[src/rtl/idli_sqi_ctrl_m.sv]
// -----------------------------------------------------------------------------
// idli_sqi_ctrl_m
//
// Sequencer for one external SQI (quad-SPI) serial SRAM bank. A single 16-bit
// word read or write is accepted over a ready/req handshake and turned into
// one SQI frame:
//
//   CMD (2 nibbles) -> ADDR (6 nibbles) -> [DUMMY (2 nibbles), reads only]
//   -> DATA (4 nibbles) -> DONE (ack, 1 cycle) -> GAP (1 cycle) -> IDLE
//
// Every nibble occupies a slot of two core clocks:
//   phase 0 : sck = 0, new nibble presented on sio
//   phase 1 : sck = 1, sio held (the memory samples on the sck rising edge)
// So sck runs at gck/2, and sio only ever changes while sck is low.
//
// Ports
//   i_sqi_gck      core clock, all state changes on its rising edge
//   i_sqi_rst_n    asynchronous active-low reset
//   o_sqi_ready    idle and able to accept a request
//   i_sqi_req      request valid, accepted when req & ready on a rising edge
//   i_sqi_wr       1 = write, 0 = read (sampled at accept)
//   i_sqi_addr     16-bit word address (sampled at accept)
//   i_sqi_wdata    16-bit write data (sampled at accept)
//   o_sqi_ack      one-cycle completion pulse
//   o_sqi_rdata    read data, valid with ack, held until the next read ends
//   o_sqi_sck      serial clock to the memory
//   o_sqi_cs       chip select to the memory, active low
//   o_sqi_sio      nibble driven towards the memory
//   o_sqi_sio_oe   1 = controller drives SIO, 0 = memory drives SIO
//   i_sqi_sio      nibble returned by the memory
// -----------------------------------------------------------------------------
module idli_sqi_ctrl_m #(
   parameter logic [7:0] CMD_RD = 8'h03,
   parameter logic [7:0] CMD_WR = 8'h02
) (
   input  logic        i_sqi_gck,
   input  logic        i_sqi_rst_n,
   output logic        o_sqi_ready,
   input  logic        i_sqi_req,
   input  logic        i_sqi_wr,
   input  logic [15:0] i_sqi_addr,
   input  logic [15:0] i_sqi_wdata,
   output logic        o_sqi_ack,
   output logic [15:0] o_sqi_rdata,
   output logic        o_sqi_sck,
   output logic        o_sqi_cs,
   output logic [3:0]  o_sqi_sio,
   output logic        o_sqi_sio_oe,
   input  logic [3:0]  i_sqi_sio
);

   typedef enum logic [2:0] {
      S_IDLE,
      S_CMD,
      S_ADDR,
      S_DUMMY,
      S_DATA,
      S_DONE,
      S_GAP
   } state_t;

   // ---------------------------------------------------------------------------
   // State and transaction registers
   // ---------------------------------------------------------------------------
   state_t      r_state;
   logic [3:0]  r_slot;     // nibble slot within the current state
   logic        r_phase;    // 0 = sck low half, 1 = sck high half
   logic        r_wr;
   logic [15:0] r_addr;
   logic [15:0] r_wdata;
   logic [11:0] r_shift;    // first three read nibbles; the fourth goes straight to rdata

   // Where the frame goes when the current slot ends, and what it drives there
   state_t      w_next_state;
   logic [3:0]  w_next_slot;
   logic        w_last_slot;
   logic [3:0]  w_next_nib;
   logic        w_next_oe;

   // ---------------------------------------------------------------------------
   // Nibble that belongs on SIO for a given (state, slot) of the frame.
   // MSB nibble first throughout. The memory address is a byte address, so the
   // word address is shifted left by one and zero-extended to 24 bits.
   // Slots with the memory driving (dummy, read data) carry zero.
   // ---------------------------------------------------------------------------
   function automatic logic [3:0] f_nibble(
      input state_t      st,
      input logic [3:0]  slot,
      input logic        wr,
      input logic [15:0] addr,
      input logic [15:0] wdata
   );
      logic [7:0]  cmd;
      logic [23:0] a24;
      logic [3:0]  nib;
      cmd = wr ? CMD_WR : CMD_RD;
      a24 = {7'b0, addr, 1'b0};
      nib = 4'h0;
      case (st)
         S_CMD:   nib = (slot == 4'd0) ? cmd[7:4] : cmd[3:0];
         S_ADDR: begin
            case (slot)
               4'd0:    nib = a24[23:20];
               4'd1:    nib = a24[19:16];
               4'd2:    nib = a24[15:12];
               4'd3:    nib = a24[11:8];
               4'd4:    nib = a24[7:4];
               4'd5:    nib = a24[3:0];
               default: nib = 4'h0;
            endcase
         end
         S_DATA: begin
            if (wr) begin
               case (slot)
                  4'd0:    nib = wdata[15:12];
                  4'd1:    nib = wdata[11:8];
                  4'd2:    nib = wdata[7:4];
                  4'd3:    nib = wdata[3:0];
                  default: nib = 4'h0;
               endcase
            end
         end
         default: nib = 4'h0;
      endcase
      return nib;
   endfunction

   // ---------------------------------------------------------------------------
   // Successor of the current slot. Only consulted at the end of phase 1 of a
   // frame state; the slot counter restarts at zero on every state entry.
   // ---------------------------------------------------------------------------
   always_comb begin
      // NOTE: every signal written here gets a value before any branch, so no
      // path can leave one unassigned and infer a latch.
      w_last_slot  = 1'b0;
      w_next_state = r_state;

      case (r_state)
         S_CMD:   w_last_slot = (r_slot == 4'd1);
         S_ADDR:  w_last_slot = (r_slot == 4'd5);
         S_DUMMY: w_last_slot = (r_slot == 4'd1);
         S_DATA:  w_last_slot = (r_slot == 4'd3);
         default: w_last_slot = 1'b0;
      endcase

      if (w_last_slot) begin
         case (r_state)
            S_CMD:   w_next_state = S_ADDR;
            S_ADDR:  w_next_state = r_wr ? S_DATA : S_DUMMY;  // writes skip the dummy byte
            S_DUMMY: w_next_state = S_DATA;
            S_DATA:  w_next_state = S_DONE;
            default: w_next_state = r_state;
         endcase
      end

      w_next_slot = w_last_slot ? 4'd0 : r_slot + 4'd1;
      w_next_nib  = f_nibble(w_next_state, w_next_slot, r_wr, r_addr, r_wdata);
      // The controller owns SIO for command, address and write data only
      w_next_oe   = (w_next_state == S_CMD) || (w_next_state == S_ADDR) ||
                    ((w_next_state == S_DATA) && r_wr);
   end

   // ---------------------------------------------------------------------------
   // Frame sequencer. All pin outputs are registered here so the memory sees
   // glitch-free sck/cs/sio straight from flops.
   // ---------------------------------------------------------------------------
   // NOTE: state and outputs use non-blocking assignments so every register
   // in this block sees the pre-edge values of the others, whatever the order
   // of the statements below.
   always_ff @(posedge i_sqi_gck or negedge i_sqi_rst_n) begin
      if (!i_sqi_rst_n) begin
         // NOTE: the captured request and shift register are reset along with
         // the control state; they are few bits and this keeps them defined
         // from the first cycle instead of carrying X into the first frame.
         r_state      <= S_IDLE;
         r_slot       <= 4'd0;
         r_phase      <= 1'b0;
         r_wr         <= 1'b0;
         r_addr       <= 16'h0000;
         r_wdata      <= 16'h0000;
         r_shift      <= 12'h000;
         o_sqi_ready  <= 1'b1;
         o_sqi_ack    <= 1'b0;
         o_sqi_rdata  <= 16'h0000;
         o_sqi_sck    <= 1'b0;
         o_sqi_cs     <= 1'b1;
         o_sqi_sio    <= 4'h0;
         o_sqi_sio_oe <= 1'b0;
      end else begin
         o_sqi_ack <= 1'b0;

         case (r_state)
            S_IDLE: begin
               if (i_sqi_req && o_sqi_ready) begin
                  r_wr         <= i_sqi_wr;
                  r_addr       <= i_sqi_addr;
                  r_wdata      <= i_sqi_wdata;
                  r_state      <= S_CMD;
                  r_slot       <= 4'd0;
                  r_phase      <= 1'b0;
                  o_sqi_ready  <= 1'b0;
                  o_sqi_cs     <= 1'b0;
                  o_sqi_sck    <= 1'b0;
                  o_sqi_sio_oe <= 1'b1;
                  // First command nibble goes out together with cs falling
                  o_sqi_sio    <= i_sqi_wr ? CMD_WR[7:4] : CMD_RD[7:4];
               end
            end

            S_CMD, S_ADDR, S_DUMMY, S_DATA: begin
               if (!r_phase) begin
                  // Second half of the slot: raise sck, hold sio
                  r_phase   <= 1'b1;
                  o_sqi_sck <= 1'b1;
               end else begin
                  r_phase   <= 1'b0;
                  o_sqi_sck <= 1'b0;
                  r_state   <= w_next_state;
                  r_slot    <= w_next_slot;

                  // Read data is sampled on the edge that ends each data slot,
                  // i.e. while sck is still high and the memory output is stable
                  if ((r_state == S_DATA) && !r_wr) begin
                     r_shift <= {r_shift[7:0], i_sqi_sio};
                  end

                  if (w_next_state == S_DONE) begin
                     o_sqi_cs     <= 1'b1;
                     o_sqi_sio_oe <= 1'b0;
                     o_sqi_sio    <= 4'h0;
                     o_sqi_ack    <= 1'b1;
                     if (!r_wr) begin
                        o_sqi_rdata <= {r_shift, i_sqi_sio};
                     end
                  end else begin
                     o_sqi_sio    <= w_next_nib;
                     o_sqi_sio_oe <= w_next_oe;
                  end
               end
            end

            S_DONE: begin
               r_state <= S_GAP;
               r_slot  <= 4'd0;
            end

            // Extra cs-high cycle so the memory always sees at least two
            // cycles of deselect between frames, even with req held high
            S_GAP: begin
               r_state     <= S_IDLE;
               o_sqi_ready <= 1'b1;
            end

            default: begin
               r_state      <= S_IDLE;
               r_slot       <= 4'd0;
               r_phase      <= 1'b0;
               o_sqi_ready  <= 1'b1;
               o_sqi_sck    <= 1'b0;
               o_sqi_cs     <= 1'b1;
               o_sqi_sio    <= 4'h0;
               o_sqi_sio_oe <= 1'b0;
            end
         endcase
      end
   end

endmodule

[config.mk]
export PLATFORM = sky130hd
export DESIGN_NAME = idli_sqi_ctrl_m
export DESIGN_NICKNAME = d
export VERILOG_FILES = /design/src/rtl/idli_sqi_ctrl_m.sv
export SDC_FILE = /design/constraint.sdc
export NUM_CORES = 1
export LEC_CHECK = 0
export CAP_MARGIN = 20
export CORE_MARGIN = 2
export CORE_UTILIZATION = 48
export DETAILED_ROUTE_END_ITERATION = 10
export GPL_TIMING_DRIVEN = 0
export PLACE_DENSITY = 0.84
export SLEW_MARGIN = 5
export SYNTH_ARGS = -nofsm -noshare
export SYNTH_HDL_FRONTEND = slang
export SYNTH_SLANG_ARGS = --single-unit
[constraint.sdc]
create_clock -name i_sqi_gck -period 2.3 [get_ports i_sqi_gck]
set_input_delay 0.345 -clock i_sqi_gck [delete_from_list [all_inputs] [get_ports i_sqi_gck]]
set_output_delay 0.345 -clock i_sqi_gck [all_outputs]
set_load 0.02 [all_outputs]
; After elaboration in Yosys (flattened, before gate mapping)
; Cells that the tools add are included.
; Widths: inputs -> output; s select.
[word_totals]
ff_bits = 77
out_inout_bits = 25
[op_classes]
addsub = 1
eq_ne = 21
mux = 34
n_bitwise = 4
n_reduce_logical = 21
[op_table]
columns = cell, count
row1 = $pmux 4 s3, 3
row2 = $mux 4, 6
row3 = $pmux 4 s5, 1
row4 = $pmux 4 s4, 1
row5 = $eq 3x3->1 const B, 5
row6 = $eq 4x2->1 const B, 3
row7 = $eq 4x3->1 const B, 3
row8 = $mux 3, 4
row9 = $pmux 1 s3, 4
row10 = $pmux 3 s4, 1
row11 = $mux 1, 11
row12 = $eq 3x2->1 const B, 3
row13 = $pmux 3 s3, 1
row14 = $reduce_and 3->1, 3
row15 = $eq 4x1->1 const B, 2
row16 = $reduce_and 2->1, 4
row17 = $reduce_and 4->1, 2
row18 = $eq 3x1->1 const B, 2
row19 = $ne 2x2->1 const B, 3
row20 = $reduce_or 5->1, 1
row21 = $add 4x1->4 const B, 1
row22 = $logic_not 4->1, 1
row23 = $not 1->1, 4
row24 = $reduce_or 2->1, 2
row25 = 7 further kinds, 10

; Depth between registers and ports, before layout
; Gate-level depths: netlist of the first run.
[logic_depth]
depth_word = 11
mapped_depth = 8

; Least setup slack after synthesis of the first run
; Ideal clock, no wire load.
[synth_path]
path_kind = reg-to-reg
from = register r_phase
to = register r_shift[2]
setup_time_ns = 0.125
arrival_ns = 2.206
required_ns = 2.175
path_slack_ns = -0.031
path_stages_with_launch = 6
n_path_buf = 2
period_less_slack_ns = 2.331
path_cell_list = dfrtp_1 > clkbuf_1 > nand2_1 > nor4_1 > clkbuf_1 > mux2_2
[synth_between]
elab_chain_len = 1
[synth_lines]
columns = element, line
row1 = "start, declared", 67  ; logic r_phase;
row2 = "start signal, assigned", 177  ; r_phase <= 1'b0;
row3 = "start signal, assigned", 200  ; r_phase <= 1'b0;
row4 = "start signal, assigned", 213  ; r_phase <= 1'b1;
row5 = $reduce_and 3->1 (no line), --
row6 = "end signal, assigned", 224  ; r_shift <= {r_shift[7:0], i_sqi_sio};
row7 = "end, declared", 71  ; logic [11:0] r_shift;
; No other way between the ends.
; A chain may end at the register's enable or synchronous reset.

; Worst setup path in the final report of the first run
[layout_path]
from = register r_slot[1]
to = register o_sqi_sio[0]
[layout_between]
elab_chain_len = 10
elab_cells_between_ends = 25
[layout_lines]
columns = element, line
row1 = "start, declared", 66  ; logic [3:0] r_slot;
row2 = "start signal, assigned", 219  ; r_slot <= w_next_slot;
row3 = "$eq 4x2->1, or another cell as far along", 142  ; S_DATA: w_last_slot = (r_slot == 4'd3);
row4 = $pmux 1 s3, 138  ; case (r_state)
row5 = $mux 4, 156  ; w_next_slot = w_last_slot ? 4'd0 : r_slot + 4'd1;
row6 = "$eq 4x2->1, or another cell as far along", "102, 114"
row7 = $pmux 4 s4, 114  ; case (slot)
row8 = $mux 4, 113  ; if (wr) begin
row9 = $pmux 4 s3, 99  ; case (st)
row10 = $mux 4 *, 227  ; if (w_next_state == S_DONE) begin
row11 = $mux 4 *, 211  ; if (!r_phase) begin
row12 = $pmux 4 s3 *, 192  ; case (r_state)
row13 = "end signal, assigned", 206  ; o_sqi_sio <= i_sqi_wr ? CMD_WR[7:4] : CMD_RD[7:4];
row14 = "end signal, assigned", 236  ; o_sqi_sio <= w_next_nib;
row15 = "end, declared", 47  ; output logic [3:0] o_sqi_sio,
; Every way passes the cells marked *; elsewhere a longest branch is shown, timed or not. The select of a mux whose other input is x is not followed.

==> metrics, run 1 <==
number of DRC markers in iteration 0 401; Max Root-Sink Buffers 2; number of antenna violations at the first check in global routing 0; outcome complete, but fails checks; share of synthesized cell area in full adder, half adder and majority cells 0.328%; net total in the final layout 456; Worst Hold Class primary input to async pin; Die X-Extent 93.1 um; number of unique standard cell types used by synthesis 59; clock tree from TritonCTS yes; die span in y 93.1 um; worst slew slack as a fraction of its limit 55.4%; register bit count reported by yosys 77; maximum fanout encountered on the critical timing path 7; period utilization 110%; post-synth design cell area 3810 um^2; number of clock sinks 77; largest net degree at the start of global routing 47; CP Data Required Time 2560 ps; share of synthesized area spent on multiplexers 22.0%; crit-path leading delay family simple AND/OR/NAND/NOR gates; most frequent cells after synthesis sky130_fd_sc_hd__dfrtp_1 (75), sky130_fd_sc_hd__mux2_2 (62), sky130_fd_sc_hd__nand2_1 (23); fillers 569; crit path DAT 2790 ps; min cycle time layout 2530 ps; area of combinational cells with multiple inputs 1880 um^2; GRT Residual Overflow 0; area growth from synthesis to final layout 32.9%; Seq. cell area 1930 um^2; clk_lat worst skew 350 ps; count of buffer and inverter cells on the critical path 2; fraction of layout cells with a size suffix above 1 31.3%; Die Outline Area 8670 um^2; final weighted congestion in routability-driven placement 0.981; library cell occupying the most area in the post-synthesis netlist sky130_fd_sc_hd__dfrtp_1; violated checks setup timing; number of max-capacitance violations reported 0; crit path capture type register; WS Path Type register to register; placed wire-length estimate 6460 um; Core Box Area 7730 um^2; synthesized net count 367; Worst Tran Pin Value 669 ps; total of endpoints with negative setup slack in the final report 16; antenna cells 0; top-count cell post-synth sky130_fd_sc_hd__dfrtp_1; fraction of the yosys area taken by sequential cells 50.6%; unrepaired setup endpoints after global routing yes; final hold violation count 0; global routing usage summed across all routing layers 22.6%; simple-gate portion of the synthesized area 11.0%; Power Dens Cells 1280 nW/um^2; share of the synthesized netlist area taken by xor and xnor gates 1.61%; Max Transition Viols Final 0; cell at the root of the clock tree sky130_fd_sc_hd__clkbuf_8; Compound-Gate Fraction of Synth Area 10.9%; total number of vias 3116; worst vdd ir 0.507 mV; count of flip-flops with a built-in enable after synthesis 0; share of the synthesized area in the top cell type 49.2%; CTS H-Tree Depth 3; final clock skew 11.3 ps; router iterations before antenna repair 6; wire length of the first global-routing pass 15200 um; largest stage delay on the critical path 510 ps; minimum setup slack in the final design -228 ps; clock buffers created by TritonCTS 9; Std-Cell Rows 32; most frequently used flop master after synthesis sky130_fd_sc_hd__dfrtp_1; largest family of logic cells by synthesized area multiplexers; clock edge transition at the registers on the reported setup and hold paths 80 ps; Gate Count Post-Synth 326; final routed wirelength across all metal layers 9740 um; number of top-level pins 65; element type at the critical path start register; Syn. warnings 0; library cell contributing the largest single delay on the critical path sky130_fd_sc_hd__or4b_4; mean instance size in the synthesized netlist 11.7 um^2; list of cells traversed by the critical path buf_6 -> or4b_4 -> or3_4 -> and2_4 -> a2111oi_4 -> buf_4 -> a21oi_2 -> o221ai_1; static leakage 2.21 nW; post-route worst hold slack 466 ps; vias in the first global route 3069; share of synthesized flip-flops with an asynchronous set or reset 100%; maximum achievable frequency 0.396 GHz; sum of internal, switching and leakage power 0.00650 W; mean routed wirelength per cell 18.7 um; input/output buffers 64; remaining number of nets flagged by the antenna check after routing 0; average via count per standard cell 5.98; drt drc 0; initial standard-cell utilization of the core 49.3%; largest cells by area after synthesis sky130_fd_sc_hd__dfrtp_1 (49%), sky130_fd_sc_hd__mux2_2 (18%), sky130_fd_sc_hd__mux2i_1 (3.7%), sky130_fd_sc_hd__nand2_1 (2.3%), sky130_fd_sc_hd__o21ai_0 (1.8%)
## path summary, 6_finish.rpt
| check | startpoint | end | slack (ps) | cells after the start |
|---|---|---|---|---|
| worst max-delay path | r_slot[1] | o_sqi_sio[0] | -230 | 8 |
| worst min-delay path | i_sqi_rst_n | o_sqi_ack | 470 | 2 |
| worst max register to register | r_slot[1] | o_sqi_sio[0] | -230 | 8 |
| worst min register to register | o_sqi_rdata[6] | o_sqi_rdata[6] | 510 | 1 |
| max in group asynchronous | i_sqi_rst_n | o_sqi_ready | 1210 | 3 |
| min in group i_sqi_gck | o_sqi_rdata[6] | o_sqi_rdata[6] | 510 | 1 |
## registers in the layout (all words and copies together) (netlist names), 3 cells and up
signal       flops
o_sqi_rdata     16
r_addr          16
r_wdata         16
r_shift         12
o_sqi_sio        4
r_slot           4
r_state          3
## cells in the final DEF, fill, tap and decap left out, types with 4 or more instances in the layout
cell / count
sky130_fd_sc_hd__mux2_2: 62
sky130_fd_sc_hd__nand3_1: 10
sky130_fd_sc_hd__nor3_1: 4
sky130_fd_sc_hd__buf_2: 4
sky130_fd_sc_hd__nand2_1: 23
sky130_fd_sc_hd__clkbuf_8: 11
sky130_fd_sc_hd__nor2_1: 10
sky130_fd_sc_hd__mux2i_1: 13
sky130_fd_sc_hd__a21oi_1: 9
sky130_fd_sc_hd__clkbuf_1: 11
sky130_fd_sc_hd__o21ai_0: 12
sky130_fd_sc_hd__inv_1: 8
sky130_fd_sc_hd__nor2b_1: 4
sky130_fd_sc_hd__buf_4: 12
sky130_fd_sc_hd__xnor2_1: 4
sky130_fd_sc_hd__dfrtp_1: 73
sky130_fd_sc_hd__clkdlybuf4s50_1: 63
## report_power, final
group | switching [W] | leakage (nW) | internal (W)
Sequential | 0.000301 | 0.982 | 0.00180
Clock | 0.000472 | 0.103 | 0.000558
Combinational | 0.00180 | 1.12 | 0.00157
## what timing repair did
action	CTS	global route
endpoints found under the setup margin	45	53
hold buffers	1	0
pin swaps	5	3
resized for setup	12	25
setup buffers	8	6
hold endpoints to repair	31	0
## routing by layer
metal  up-vias  wire (um)  GRT usage [%]
li1       1374          -              -
met1      1519       3790           28.6
met2       172       4750           36.4
met3        51        784           6.37
met4         0        423           9.56
met5         -          0              0
## metrics by stage
step | setup TNS, ps | util, % | instance area (um^2) | setup slack (ps) | std cells
after floorplan | -49.7 | - | 3820 | -24.8 | 326
after global placement | -153910 | 59.3 | 4590 | -1690 | 492
after detailed placement | -13980 | 59.6 | 4610 | -554 | 494
after CTS | -1880 | 63.6 | 4910 | -218 | 516
after global routing | -2290 | 65.5 | 5060 | -264 | 521
final | -1620 | 65.5 | 5060 | -228 | 521
## final cells by class
cell class	count	share of cell area [%]
buffer	18	2.00
clock buffer	12	3.06
clock inverter	3	0.865
inverter	8	0.593
multi-input combinational	220	37.1
sequential	77	38.1
tap	102	2.52
timing repair buffer	81	15.8
## worst reg2reg max path, cell delays in order (launching register included)
cell	delay [ps]
sky130_fd_sc_hd__dfrtp_1	390
sky130_fd_sc_hd__buf_6	120
sky130_fd_sc_hd__or4b_4	510
sky130_fd_sc_hd__or3_4	410
sky130_fd_sc_hd__and2_4	210
sky130_fd_sc_hd__a2111oi_4	370
sky130_fd_sc_hd__buf_4	190
sky130_fd_sc_hd__a21oi_2	50
sky130_fd_sc_hd__o221ai_1	180
## kinds of logic (layout without fill, tap and decap cells)
logic type / after synthesis / after routing
compound gates: 59 / 59
mux: 76 / 76
fa+ha+maj: 1 / 1
flops: 77 / 77
simple gates: 77 / 77
xor+xnor: 7 / 7
buf+inv: 29 / 122
Power figures use the tool's default switching activity.
==> inputs of run 2 (changes only) <==
GPL_TIMING_DRIVEN = 1   (was 0)
==> metrics, run 2 (synthesis gave the netlist of run 1 again) <==
average via count per standard cell 5.80 (was 5.98); part of the power in registers 33.7% (was 32.3%); post-route worst hold slack -6.87 ps (was 466 ps); CTS H-Tree Depth 3 (unchanged); drt drc 0 (unchanged); combinational power share 49.6% (was 51.8%); met1 GRT Util 28.1% (was 28.6%); number of antenna violations at the first check in global routing 0 (unchanged); outcome complete, but fails checks (unchanged); fraction of layout cells with a size suffix above 1 30.6% (was 31.3%); maximum fanout encountered on the critical timing path 4 (was 7); Internal Dissipation 0.00381 W (was 0.00393 W); Power Dens Cells 1260 nW/um^2 (was 1280 nW/um^2); Non-Filler Cell Area, Final 4950 um^2 (was 5060 um^2); input/output buffers 64 (unchanged); fillers 567 (was 569); final weighted congestion in routability-driven placement 0.869 (was 0.981); Std-Cell Rows 32 (unchanged); worst vdd ir 0.589 mV (was 0.507 mV); crit path capture type register (unchanged); period utilization 99.6% (was 110%); Die X-Extent 93.1 um (unchanged); number of clock sinks 77 (unchanged); maximum achievable frequency 0.436 GHz (was 0.396 GHz); final core utilization 64.1% (was 65.5%); global routing usage summed across all routing layers 21.5% (was 22.6%); vias in the first global route 2989 (was 3069); final routed wirelength across all metal layers 9160 um (was 9740 um); Placement Cell Area 4660 um^2 (was 4610 um^2); largest net degree at the start of global routing 78 (was 47); area growth from synthesis to final layout 30.0% (was 32.9%); sw power 0.00245 W (was 0.00257 W); WS Path Type register to register (unchanged); hold buffers post-CTS 0 (was 1); crit path DAT 2510 ps (was 2790 ps); element type at the critical path start register (unchanged); Core Box Area 7730 um^2 (unchanged); worst slew slack as a fraction of its limit 54.9% (was 55.4%); Regs by FF count o_sqi_rdata (16), r_addr (16), r_wdata (16) (unchanged); mean routed wirelength per cell 18.0 um (was 18.7 um); wire length of the first global-routing pass 14500 um (was 15200 um); router iterations before antenna repair 4 (was 6); number of top-level pins 65 (unchanged); Clock Power Share 16.7% (was 15.8%); number of max-capacitance violations reported 0 (unchanged); number of DRC markers in iteration 0 274 (was 401); violated checks hold timing (was setup timing); clock edge transition at the registers on the reported setup and hold paths 80 ps (about the same); most frequent cells in the layout sky130_fd_sc_hd__dfrtp_1 (75), sky130_fd_sc_hd__clkdlybuf4s50_1 (63), sky130_fd_sc_hd__mux2_2 (62), sky130_fd_sc_hd__nand2_1 (23), sky130_fd_sc_hd__buf_4 (22) (was sky130_fd_sc_hd__dfrtp_1 (73), sky130_fd_sc_hd__clkdlybuf4s50_1 (63), sky130_fd_sc_hd__mux2_2 (62), sky130_fd_sc_hd__nand2_1 (23), sky130_fd_sc_hd__mux2i_1 (13)); unrepaired setup endpoints after global routing yes (unchanged); GRT Residual Overflow 0 (unchanged); Max Transition Viols Final 0 (unchanged); Die Outline Area 8670 um^2 (unchanged); total of endpoints with negative setup slack in the final report 0 (was 16); Most Crowded Layer GR met2 (unchanged); clock tree from TritonCTS yes (unchanged); CP Data Required Time 2520 ps (was 2560 ps); final hold violation count 2 (was 0); die span in y 93.1 um (unchanged); net total in the final layout 445 (was 456); Worst Hold Class primary input to async pin (unchanged); cell at the root of the clock tree sky130_fd_sc_hd__clkbuf_8 (unchanged); total number of vias 2957 (was 3116); worst reg-to-reg path cell count 7 (was 8); antenna cells 0 (unchanged); placed wire-length estimate 6090 um (was 6460 um); min cycle time layout 2290 ps (was 2530 ps); initial standard-cell utilization of the core 49.3% (unchanged); most common cell after layout, fill and taps aside sky130_fd_sc_hd__dfrtp_1 (unchanged); remaining number of nets flagged by the antenna check after routing 0 (unchanged); Worst Tran Pin Value 677 ps (was 669 ps); clk_lat worst skew 350 ps (about the same); net switching fraction of the power 39.2% (was 39.6%); final clock skew 10.0 ps (was 11.3 ps); Max Root-Sink Buffers 2 (unchanged); clock buffers created by TritonCTS 9 (unchanged); met3 usage 6.12% (was 6.37%); grt met2 use 34.6% (was 36.4%); static leakage 2.18 nW (was 2.21 nW)
run 2: cell count changes in the layout (fill, tap and decap cells not counted), sizes merged:
| cell | change |
|---|---|
| dlygate4sd3 | -1 |
| clkbuf | -13 |
| buf | +3 |
run 2: worst max-delay path, stage by stage (launching register included):
cell and delay (ps):
sky130_fd_sc_hd__dfrtp_1 420, sky130_fd_sc_hd__or4b_4 540, sky130_fd_sc_hd__buf_4 160, sky130_fd_sc_hd__or2_2 280, sky130_fd_sc_hd__a31oi_1 380, sky130_fd_sc_hd__a2111oi_4 80
sky130_fd_sc_hd__a21oi_1 180, sky130_fd_sc_hd__o221ai_1 140
run 2: path summary, 6_finish.rpt:
check	startpoint	end	slack (ps)
setup / recovery	r_slot[1]	o_sqi_sio[1]	9
min in group i_sqi_gck	o_sqi_ready	o_sqi_ready	510
hold reg to reg	o_sqi_ready	o_sqi_ready	510
max in group asynchronous	i_sqi_rst_n	o_sqi_sio[0]	1960
setup reg to reg	r_slot[1]	o_sqi_sio[1]	9
hold / removal	i_sqi_rst_n	o_sqi_ack	-7
run 2: area by class of cell:
| type | instances | area (um^2) | share of cell area, % |
|---|---|---|---|
| Sequential cell | 77 | 1930 | 38.9 |
| Timing Repair Buffer | 88 | 847 | 17.1 |
| Tap cell | 102 | 128 | 2.58 |
| Inverter | 8 | 30.0 | 0.606 |
| Clock inverter | 3 | 43.8 | 0.884 |
| Clock buffer | 12 | 155 | 3.13 |
| Multi-Input combinational cell | 220 | 1820 | 36.8 |
run 2: what timing repair did:
action / 4_1_cts / 5_1_grt
pin swaps: 1 / 6
setup endpoints to repair: 4 / 6
buffers inserted: 3 / 1
endpoints found under the hold margin: 0 / 0
resized for setup: 3 / 9
gates cloned: 0 / 0
run 2: metrics by stage:
stage	setup slack, ps	TNS, ps	total power [W]	std cells
after global routing	-56.6	-128	0.00662	510
after floorplan	-24.8	-49.7	0.00406	326
final	8.97	0	0.00626	510
after global placement	-38.9	-89.8	0.00486	491
after detailed placement	-106	-344	0.00497	491
after CTS	-12.3	-12.3	0.00610	509
run 2: power groups by stage:
stage                     Sequential [W]  Combinational [W]  Clock, W
after global placement           0.00209            0.00278         0
after CTS                        0.00209            0.00294   0.00107
after global routing             0.00216            0.00333   0.00113
final                            0.00211            0.00310   0.00104
after floorplan                  0.00208            0.00198         0
after detailed placement         0.00212            0.00285         0
run 2: metal layers:
metal | share of wire (%) | vias up
met3 | 6.6 | 24
li1 | - | 1350
met2 | 50 | 108
met5 | 0 | -
met1 | 41 | 1475
met4 | 2.6 | 0
==> inputs of run 3 (changes only) <==
PLACE_DENSITY = 0.82   (was 0.84)
==> metrics, run 3 (synthesis gave the netlist of run 1 again) <==
average via count per standard cell 5.66 (was 5.80); Power Dens Cells 1300 nW/um^2 (was 1260 nW/um^2); vias in the first global route 2902 (was 2989); violated checks setup timing (was hold timing); crit path capture type register (unchanged); area of combinational cells with multiple inputs 1820 um^2 (about the same); metal2 WL 4590 um (was 4540 um); mean routed wirelength per cell 17.4 um (was 18.0 um); initial standard-cell utilization of the core 49.3% (unchanged); remaining number of nets flagged by the antenna check after routing 0 (unchanged); Regs by FF count o_sqi_rdata (16), r_addr (16), r_wdata (16) (unchanged); worst slew slack as a fraction of its limit 51.0% (was 54.9%); number of top-level pins 65 (unchanged); net switching fraction of the power 38.4% (was 39.2%); unrepaired setup endpoints after global routing yes (unchanged); Internal Dissipation 0.00402 W (was 0.00381 W); wire length of the first global-routing pass 14900 um (was 14500 um); Worst Hold Class primary input to async pin (unchanged); number of max-capacitance violations reported 0 (unchanged); cell at the root of the clock tree sky130_fd_sc_hd__clkbuf_8 (unchanged); Seq. cell area 1930 um^2 (unchanged); timing startpoint of the critical path r_slot[1] (unchanged); worst vdd ir 0.666 mV (was 0.589 mV); Placement Cell Area 4700 um^2 (was 4660 um^2); Non-Filler Cell Area, Final 5030 um^2 (was 4950 um^2); Worst Tran Pin Value 725 ps (was 677 ps); area growth from synthesis to final layout 32.0% (was 30.0%); crit path DAT 2620 ps (was 2510 ps); clock tree from TritonCTS yes (unchanged); endpoint of the worst setup timing path o_sqi_sio[1] (unchanged); outcome complete, but fails checks (unchanged); part of the power in registers 32.1% (was 33.7%); sum of internal, switching and leakage power 0.00652 W (was 0.00626 W); final routed wirelength across all metal layers 8980 um (was 9160 um); worst reg-to-reg path cell count 6 (was 7); GRT Residual Overflow 0 (unchanged); Die X-Extent 93.1 um (unchanged); highest metal layer with signal wires met4 (unchanged); R2R Path End o_sqi_sio[1] (unchanged); global routing usage summed across all routing layers 22.3% (was 21.5%); Max Transition Viols Final 0 (unchanged); WS Path Type register to register (unchanged); placed wire-length estimate 6280 um (was 6090 um); critical register-to-register path startpoint r_slot[1] (unchanged); period utilization 103% (was 99.6%); Std-Cell Rows 32 (unchanged); routed length on met1 3780 um (about the same); minimum setup slack in the final design -64.7 ps (was 8.97 ps); input/output buffers 64 (unchanged); final weighted congestion in routability-driven placement 0.889 (was 0.869); sw power 0.00251 W (was 0.00245 W); number of DRC markers in iteration 0 269 (was 274); net total in the final layout 450 (was 445); min cycle time layout 2360 ps (was 2290 ps); fraction of layout cells with a size suffix above 1 31.6% (was 30.6%); Non-Filler Instances 516 (was 510); Die Outline Area 8670 um^2 (unchanged); final hold violation count 0 (was 2); Clock Power Share 17.6% (was 16.7%); final clock skew 9.12 ps (was 10.0 ps); combinational power share 50.3% (was 49.6%); number of clock sinks 77 (unchanged); clk_lat worst skew 350 ps (about the same); routed wire length on met3 385 um (was 606 um); CP Data Required Time 2560 ps (was 2520 ps); clock buffers created by TritonCTS 9 (unchanged); number of antenna violations at the first check in global routing 0 (unchanged); total instance count after detailed placement 494 (was 491); CTS H-Tree Depth 3 (unchanged); total of endpoints with negative setup slack in the final report 4 (was 0); Core Box Area 7730 um^2 (unchanged); drt drc 0 (unchanged); largest net degree at the start of global routing 50 (was 78); die span in y 93.1 um (unchanged); antenna cells 0 (unchanged); post-route worst hold slack 463 ps (was -6.87 ps); element type at the critical path start register (unchanged); router iterations before antenna repair 4 (unchanged); fillers 560 (was 567); Max Root-Sink Buffers 2 (unchanged); static leakage 2.21 nW (was 2.18 nW); maximum fanout encountered on the critical timing path 4 (unchanged); clock edge transition at the registers on the reported setup and hold paths 80 ps (about the same); most common cell after layout, fill and taps aside sky130_fd_sc_hd__dfrtp_1 (unchanged); Worst R2R Setup Slack -60 ps (was 9 ps); most frequent cells in the layout sky130_fd_sc_hd__dfrtp_1 (75), sky130_fd_sc_hd__clkdlybuf4s50_1 (63), sky130_fd_sc_hd__mux2_2 (62), sky130_fd_sc_hd__buf_4 (24), sky130_fd_sc_hd__nand2_1 (23) (was sky130_fd_sc_hd__dfrtp_1 (75), sky130_fd_sc_hd__clkdlybuf4s50_1 (63), sky130_fd_sc_hd__mux2_2 (62), sky130_fd_sc_hd__nand2_1 (23), sky130_fd_sc_hd__buf_4 (22)); maximum achievable frequency 0.423 GHz (was 0.436 GHz); total number of vias 2918 (was 2957)
run 3: power groups by stage:
stage	Sequential (W)	Combinational (W)	Clock (W)
3_3_place_gp	0.00209	0.00287	0
3_5_place_dp	0.00211	0.00297	0
5_1_grt	0.00215	0.00355	0.00122
4_1_cts	0.00209	0.00313	0.00115
6_report	0.00210	0.00328	0.00115
2_1_floorplan	0.00208	0.00198	0
run 3: worst max-delay path, cell delays in order, from the launching register on:
cell and delay (ps):
sky130_fd_sc_hd__dfrtp_1 420, sky130_fd_sc_hd__or4b_4 540, sky130_fd_sc_hd__or3_4 430, sky130_fd_sc_hd__and2_4 190, sky130_fd_sc_hd__a2111oi_4 380, sky130_fd_sc_hd__a21oi_1 130, sky130_fd_sc_hd__o221ai_1 200
run 3: per-layer routing:
layer | global-route usage, % | vias up
met2 | 35.8 | 82
met3 | 4.83 | 19
met4 | 9.44 | 0
li1 | - | 1362
met5 | 0 | -
met1 | 29.4 | 1455
run 3: repair_timing:
item	in CTS	in global routing
resized for setup	6	6
setup buffers	3	2
endpoints found under the setup margin	4	4
hold buffers	1	0
pin swaps	1	7
endpoints found under the hold margin	28	0
run 3: worst min path at each step:
stage	startpoint	to	slack, ps	depth (start not counted)
after detailed placement	i_sqi_rst_n	r_wdata[9]	310	1
after global routing	i_sqi_rst_n	r_wdata[1]	500	2
after global placement	i_sqi_rst_n	r_wdata[3]	300	1
after floorplan	i_sqi_rst_n	o_sqi_ack	50	0
after CTS	i_sqi_rst_n	r_wdata[5]	480	2
final	i_sqi_rst_n	r_wdata[1]	460	2
run 3: final cells by class:
| class | instances | area share [%] |
|---|---|---|
| Clock buffer | 11 | 2.81 |
| Sequential cell | 77 | 38.3 |
| Timing Repair Buffer | 93 | 18.0 |
| Tap cell | 102 | 2.54 |
| Clock inverter | 5 | 1.62 |
| Multi-Input combinational cell | 220 | 36.1 |
| Inverter | 8 | 0.597 |
run 3: through the flow:
step | setup WS (ps) | utilization (%) | setup TNS (ps)
3_5_place_dp | -108 | 60.8 | -167
2_1_floorplan | -24.8 | - | -49.7
3_3_place_gp | 36.7 | 60.8 | 0
6_report | -64.7 | 65.1 | -165
5_1_grt | -123 | 65.1 | -395
4_1_cts | -9.71 | 64.5 | -9.71
